`src/rtl/edsac_mem_pkg.sv`:
```
// Shared constants, state encoding and address layout for the
// mercury-delay-line store sequencer (optional TANK_SYNC_CHECK_EN).
package edsac_mem_pkg;

    localparam int DIGITS  = 36;
    localparam int WORDS   = 16;
    localparam int TANKS   = 32;
    localparam int DIGIT_W = $clog2(DIGITS);
    localparam int MINOR_W = $clog2(WORDS);
    localparam int TANK_W  = $clog2(TANKS);
    localparam int ADDR_W  = TANK_W + MINOR_W + 1;

    localparam int ADDR_ODD_BIT  = 0;
    localparam int ADDR_WORD_LSB = 1;
    localparam int ADDR_TANK_LSB = ADDR_WORD_LSB + MINOR_W;

    typedef enum logic [1:0] {IDLE, WAIT, XFER, DONE} seq_state_t;

    // First digit of the gated window for the requested word shape.
    function automatic logic [DIGIT_W-1:0] win_first(
        input logic lng,
        input logic odd
    );
        return (!lng && odd) ? DIGIT_W'(DIGITS/2) : '0;
    endfunction

    // Last digit of the gated window for the requested word shape.
    function automatic logic [DIGIT_W-1:0] win_last(
        input logic lng,
        input logic odd
    );
        return (!lng && !odd) ? DIGIT_W'(DIGITS/2 - 1)
                              : DIGIT_W'(DIGITS - 1);
    endfunction

endpackage

```
`src/rtl/tank_position_counter.sv`:
```
// Digit and minor-cycle position of the circulating words, resynced by d0.
// TANK_SYNC_CHECK_EN adds a sticky sync_err flag for d0 timing slips.
module tank_position_counter
    import edsac_mem_pkg::*;
(
    input  logic               clk,
    input  logic               reset_neg,
    input  logic               d0,
`ifdef TANK_SYNC_CHECK_EN
    output logic               sync_err,
`endif
    output logic [MINOR_W-1:0] minor,
    output logic [DIGIT_W-1:0] digit
);

    logic [DIGIT_W-1:0] digit_q;
    logic [MINOR_W-1:0] minor_q;
    logic               wrap;

    assign wrap  = (digit_q == DIGIT_W'(DIGITS - 1));
    assign digit = digit_q;
    assign minor = minor_q;

    // Digit advances each clock; d0 or the natural wrap return it to 0,
    // and only the natural end of a minor cycle steps the word position.
    always_ff @(posedge clk or negedge reset_neg) begin
        if (!reset_neg) begin
            digit_q <= '0;
            minor_q <= '0;
        end else begin
            if (d0 || wrap) begin
                digit_q <= '0;
            end else begin
                digit_q <= digit_q + DIGIT_W'(1);
            end
            if (wrap) begin
                if (minor_q == MINOR_W'(WORDS - 1)) begin
                    minor_q <= '0;
                end else begin
                    minor_q <= minor_q + MINOR_W'(1);
                end
            end
        end
    end

`ifdef TANK_SYNC_CHECK_EN
    logic sync_q;

    assign sync_err = sync_q;

    // Remember any d0 that lands away from the last digit.
    always_ff @(posedge clk or negedge reset_neg) begin
        if (!reset_neg) begin
            sync_q <= 1'b0;
        end else if (d0 && !wrap) begin
            sync_q <= 1'b1;
        end
    end
`endif

endmodule

```
`src/rtl/tank_access_sequencer.sv`:
```
// Serialises store requests and opens the tank gate for one word window.
// TANK_SYNC_CHECK_EN exposes the position counter's sync_err flag.
module tank_access_sequencer
    import edsac_mem_pkg::*;
(
    input  logic               clk,
    input  logic               reset_neg,
    input  logic               d0,
    input  logic               req,
    input  logic               req_wr,
    input  logic               req_long,
    input  logic [ADDR_W-1:0]  req_addr,
    input  logic               abort,
    output logic               ack,
    output logic               busy,
    output logic [TANK_W-1:0]  tank_sel,
    output logic               rd_gate,
    output logic               wr_gate,
    output logic               word_done,
    output logic [MINOR_W-1:0] minor,
`ifdef TANK_SYNC_CHECK_EN
    output logic               sync_err,
`endif
    output logic [DIGIT_W-1:0] digit
);

    seq_state_t         state_q;
    seq_state_t         state_d;
    logic               load;
    logic               ack_q;
    logic               wr_q;
    logic               long_q;
    logic               odd_q;
    logic [MINOR_W-1:0] word_q;
    logic [TANK_W-1:0]  tank_q;
    logic [DIGIT_W-1:0] first;
    logic [DIGIT_W-1:0] last;
    logic               in_win;
    logic               hit;
    logic               gate;

    tank_position_counter u_pos (
        .clk       (clk),
        .reset_neg (reset_neg),
        .d0        (d0),
`ifdef TANK_SYNC_CHECK_EN
        .sync_err  (sync_err),
`endif
        .minor     (minor),
        .digit     (digit)
    );

    assign first  = win_first(long_q, odd_q);
    assign last   = win_last(long_q, odd_q);
    assign in_win = (digit >= first) && (digit <= last);
    assign hit    = (minor == word_q) && (digit == first);

    // Next state and gate/status decode from the registered state.
    always_comb begin
        state_d   = state_q;
        load      = 1'b0;
        gate      = 1'b0;
        busy      = 1'b1;
        word_done = 1'b0;
        case (state_q)
            IDLE: begin
                busy = 1'b0;
                if (req) begin
                    load    = 1'b1;
                    state_d = WAIT;
                end
            end
            WAIT: begin
                gate = hit;
                if (abort) begin
                    state_d = IDLE;
                end else if (hit) begin
                    state_d = XFER;
                end
            end
            XFER: begin
                gate = in_win;
                if (abort) begin
                    state_d = IDLE;
                end else if (digit == last || !in_win) begin
                    state_d = DONE;
                end
            end
            DONE: begin
                word_done = 1'b1;
                state_d   = IDLE;
            end
            default: begin
                state_d = IDLE;
            end
        endcase
    end

    assign rd_gate  = gate & ~wr_q;
    assign wr_gate  = gate & wr_q;
    assign ack      = ack_q;
    assign tank_sel = tank_q;

    // State register and the one-cycle acknowledge of a latch.
    always_ff @(posedge clk or negedge reset_neg) begin
        if (!reset_neg) begin
            state_q <= IDLE;
            ack_q   <= 1'b0;
        end else begin
            state_q <= state_d;
            ack_q   <= load;
        end
    end

    // Capture the request fields; they stay put until the next request.
    always_ff @(posedge clk or negedge reset_neg) begin
        if (!reset_neg) begin
            wr_q   <= 1'b0;
            long_q <= 1'b0;
            odd_q  <= 1'b0;
            word_q <= '0;
            tank_q <= '0;
        end else if (load) begin
            wr_q   <= req_wr;
            long_q <= req_long;
            odd_q  <= req_addr[ADDR_ODD_BIT];
            word_q <= req_addr[ADDR_WORD_LSB +: MINOR_W];
            tank_q <= req_addr[ADDR_TANK_LSB +: TANK_W];
        end
    end

endmodule

```
`config.mk`:
```
export PLATFORM = sky130hd
export DESIGN_NAME = tank_access_sequencer
export DESIGN_NICKNAME = d
export VERILOG_FILES = /design/src/rtl/edsac_mem_pkg.sv /design/src/rtl/tank_position_counter.sv /design/src/rtl/tank_access_sequencer.sv
export SDC_FILE = /design/constraint.sdc
export NUM_CORES = 1
export LEC_CHECK = 0
export ABC_CLOCK_PERIOD_IN_PS = 3600
export CAP_MARGIN = 20
export CORE_ASPECT_RATIO = 2
export CORE_MARGIN = 1
export CORE_UTILIZATION = 50
export CTS_BUF_LIST = sky130_fd_sc_hd__clkbuf_8
export DETAILED_ROUTE_END_ITERATION = 12
export PLACE_DENSITY = 0.8
export SYNTH_ARGS = -nofsm -noshare
export SYNTH_HDL_FRONTEND = slang
export SYNTH_HIERARCHICAL = 1
export SYNTH_SLANG_ARGS = --single-unit
```
`constraint.sdc`:
```
create_clock -name clk -period 3.6 [get_ports clk]
set_clock_uncertainty 0.2 [all_clocks]
set_input_delay 0.54 -clock clk [delete_from_list [all_inputs] [get_ports clk]]
set_output_delay 0.54 -clock clk [all_outputs]
set_load 0.02 [all_outputs]
```
==> results.json <==
{
  "status": "complete, no violations",
  "max_slew_margin": 0.664,
  "post_cts_buffers": 0,
  "rsz0062_at_grt": "no",
  "synth_ff_type": "dfrtp_1",
  "max-cap-violations": 0,
  "routedWlPerCell_um": 14.5,
  "worst_skew_pair.late_latency_ns": 0.27,
  "crit_path_end_kind": "output pin",
  "seq_area_frac_synth": 0.441,
  "ys_ff_latch": 25,
  "r2r_start": "odd_q",
  "cts_made_buffers": 3,
  "track_usage": 0.216,
  "slew_violations": 0,
  "die_x_um": 39.7,
  "n_fill_cell": 204,
  "antenna_cells": 0,
  "die_area_sq_um": 3070,
  "port_buffers": 36,
  "setup-tns-final_ns": 0,
  "hp-class": "register to register",
  "fin_crit_sh": 0.938,
  "synthTopCellsByArea": "dfrtp_1, mux2_2, ha_1",
  "synth_edf_count": 0,
  "drive_gt1_frac": 0.190,
  "clk_pin_slew_ns": 0.08,
  "synthesis.area_sq_um": 1420,
  "fmax_ghz": 0.296,
  "drtPass1Iterations": 4,
  "wl_um": 2850,
  "place_congestion": 0.739,
  "area_growth_syn_to_layout_pct": 34.0,
  "yosys.area.top_type": "dfrtp_1",
  "hold_violations": 0,
  "yosysUniqueCellTypes": 38,
  "cp-startpoint": "odd_q",
  "crit_arrival_ns": 2.64,
  "fin_area_sq_um": 1900,
  "netlist.area_leader.share": 0.441,
  "cp.required_ns": 2.86,
  "remaining_drc_errors": 0,
  "grt_pass1_vias": 1163,
  "ant_nets": 0,
  "vias_per_cell": 5.55,
  "die_h_um": 77.4,
  "cts_buffer_depth": 2,
  "rows": 27,
  "post_dp_cell_area_sq_um": 1840,
  "criticalPathCategory": "register to output pin",
  "avgSynthCellArea_sq_um": 11.5,
  "regArea_sq_um": 626,
  "core_sq_um": 2740,
  "root_buffer": "clkbuf_8",
  "tightestPinTransition_ns": 0.500,
  "p_per_area_nw_per_um2": 590,
  "yosysWarningCount": 6,
  "grt_max_degree": 26,
  "critPathMaxFanout": 2,
  "multi_input_area_sq_um": 742,
  "place_hpwl_um": 2250,
  "vias": 1094,
  "grt_pass1_wl_um": 4860,
  "setup_violations": 0,
  "num-nets-final": 197,
  "ios": 37,
  "htree_levels": 1,
  "period_needed_ns": 3.38,
  "cts_tree": "built",
  "drt_iter0_drc": 18,
  "ctsHoldBuffers": 0,
  "hp-start": "tank_sel[0]",
  "cp-start-kind": "register",
  "initial_core_util": 0.519,
  "antenna_found_initial": 0,
  "max-vdd-ir-drop_mv": 0.453,
  "p_leak_nw": 0.841,
  "synth_nets": 152,
  "clock_sinks": 25,
  "synthCells": 124,
  "grt.overflow.total": 0,
  "async_flop_share": 1.00
}
==> worst paths after layout <==
path,cells after the start,slack [ns],end
setup reg to reg,8,0.82,state_q[1]
hold / removal,1,0.31,tank_sel[0]
setup / recovery,9,0.22,rd_gate
max in group asynchronous,2,2.35,long_q
hold reg to reg,1,0.31,tank_sel[0]
min in group asynchronous,1,0.40,u_pos/digit[5]
==> cell type report <==
| class | instances | share of cell area |
|---|---|---|
| inverters | 10 | 0.0197 |
| well taps | 29 | 0.0191 |
| flip-flops and latches | 25 | 0.329 |
| clock buffers | 3 | 0.0217 |
| multi-input cells | 87 | 0.390 |
| repair buffers | 42 | 0.218 |
| clock inverters | 1 | 0.00263 |
==> cell usage after synthesis, drive strengths merged, types with 2 or more instances <==
master / count
mux2i: 2
nor3: 4
a211oi: 2
nor3b: 3
mux2: 14
dfrtp: 25
xor2: 6
nand3: 3
nand2: 6
ha: 11
buf: 2
nor2: 9
inv: 10
xnor2: 2
o21ai: 3
a21oi: 4
==> report_power, final <==
part           total, mW  switching [mW]  internal, mW
Combinational      0.536           0.251         0.285
Sequential         0.425          0.0573         0.368
Clock              0.162          0.0848        0.0773
==> routing by layer <==
layer	up-vias	global-route usage	part of all wire	wire length, um
met1	541	0.246	0.39	1100
met3	4	0.0286	0.029	84
met5	-	0	0	0
met2	26	0.392	0.57	1630
li1	523	-	-	-
met4	0	0.0517	0.011	32
==> sequential cells by signal, indices dropped and copies added, names as in the netlist, 2 cells and up <==
| register | flops |
|---|---|
| state_q | 2 |
| tank_sel | 5 |
| u_pos/digit | 6 |
| u_pos/minor | 4 |
| word_q | 4 |
==> kinds of logic (layout without fill, tap and decap cells) <==
family / Yosys count / in the layout / share of synthesized area
muxes: 16 / 16 / 0.125
DFF: 25 / 25 / 0.441
and+or+nand+nor: 36 / 36 / 0.170
xor gates and xnor gates: 8 / 8 / 0.0493
adders and majority gates: 12 / 12 / 0.104
AOI/OAI and AO/OA: 15 / 15 / 0.0740
buffers and inverters: 12 / 56 / 0.0370
==> worst max-delay path, stage by stage, from the launching register on <==
cell      delay [ns]
dfrtp_1         0.39
nor2_1          0.15
inv_1           0.06
ha_1            0.28
or4b_4          0.46
a2111o_1        0.44
o21ai_0         0.08
a32oi_1         0.10
nor3b_1         0.21
clkbuf_2        0.20
==> placed cells by master (no fill, tap or decap), drive strengths merged <==
| cell | n |
|---|---|
| clkdlybuf4s50 | 34 |
| dfrtp | 25 |
| mux2 | 14 |
| ha | 11 |
| inv | 10 |
| nor2 | 9 |
| xor2 | 6 |
| nand2 | 6 |
| buf | 6 |
| clkbuf | 5 |
| nor3 | 4 |
| a21oi | 4 |
| o21ai | 3 |
| nor3b | 3 |
| nand3 | 3 |
| mux2i | 2 |
| xnor2 | 2 |
| a211oi | 2 |
| or2b | 1 |
| nor4 | 1 |
| nand2b | 1 |
| nor4b | 1 |
| o211ai | 1 |
| or4b | 1 |
| maj3 | 1 |
| a2111o | 1 |
| nand4 | 1 |
| a21boi | 1 |
| and2 | 1 |
| a32oi | 1 |
| and4 | 1 |
| clkinv | 1 |
| nand4bb | 1 |
| or3 | 1 |
| a31oi | 1 |
| o41ai | 1 |
| or4 | 1 |
==> repair_timing <==
action,CTS,global route
endpoints found under the setup margin,2,2
gates resized for setup,2,5
cloned,0,0
==> metrics by stage <==
stage | instances | total power, mW | hold slack (ns) | worst slack (ns) | utilization
after floorplan | 124 | 0.762 | 0.0444 | 0.395 | -
after global placement | 192 | 0.939 | 0.289 | 0.135 | 0.672
after detailed placement | 192 | 0.969 | 0.297 | 0.0733 | 0.672
after CTS | 196 | 1.13 | 0.317 | 0.0666 | 0.688
after global routing | 197 | 1.21 | 0.340 | 0.0573 | 0.695
final | 197 | 1.12 | 0.313 | 0.223 | 0.695
Power figures use the tool's default switching activity.
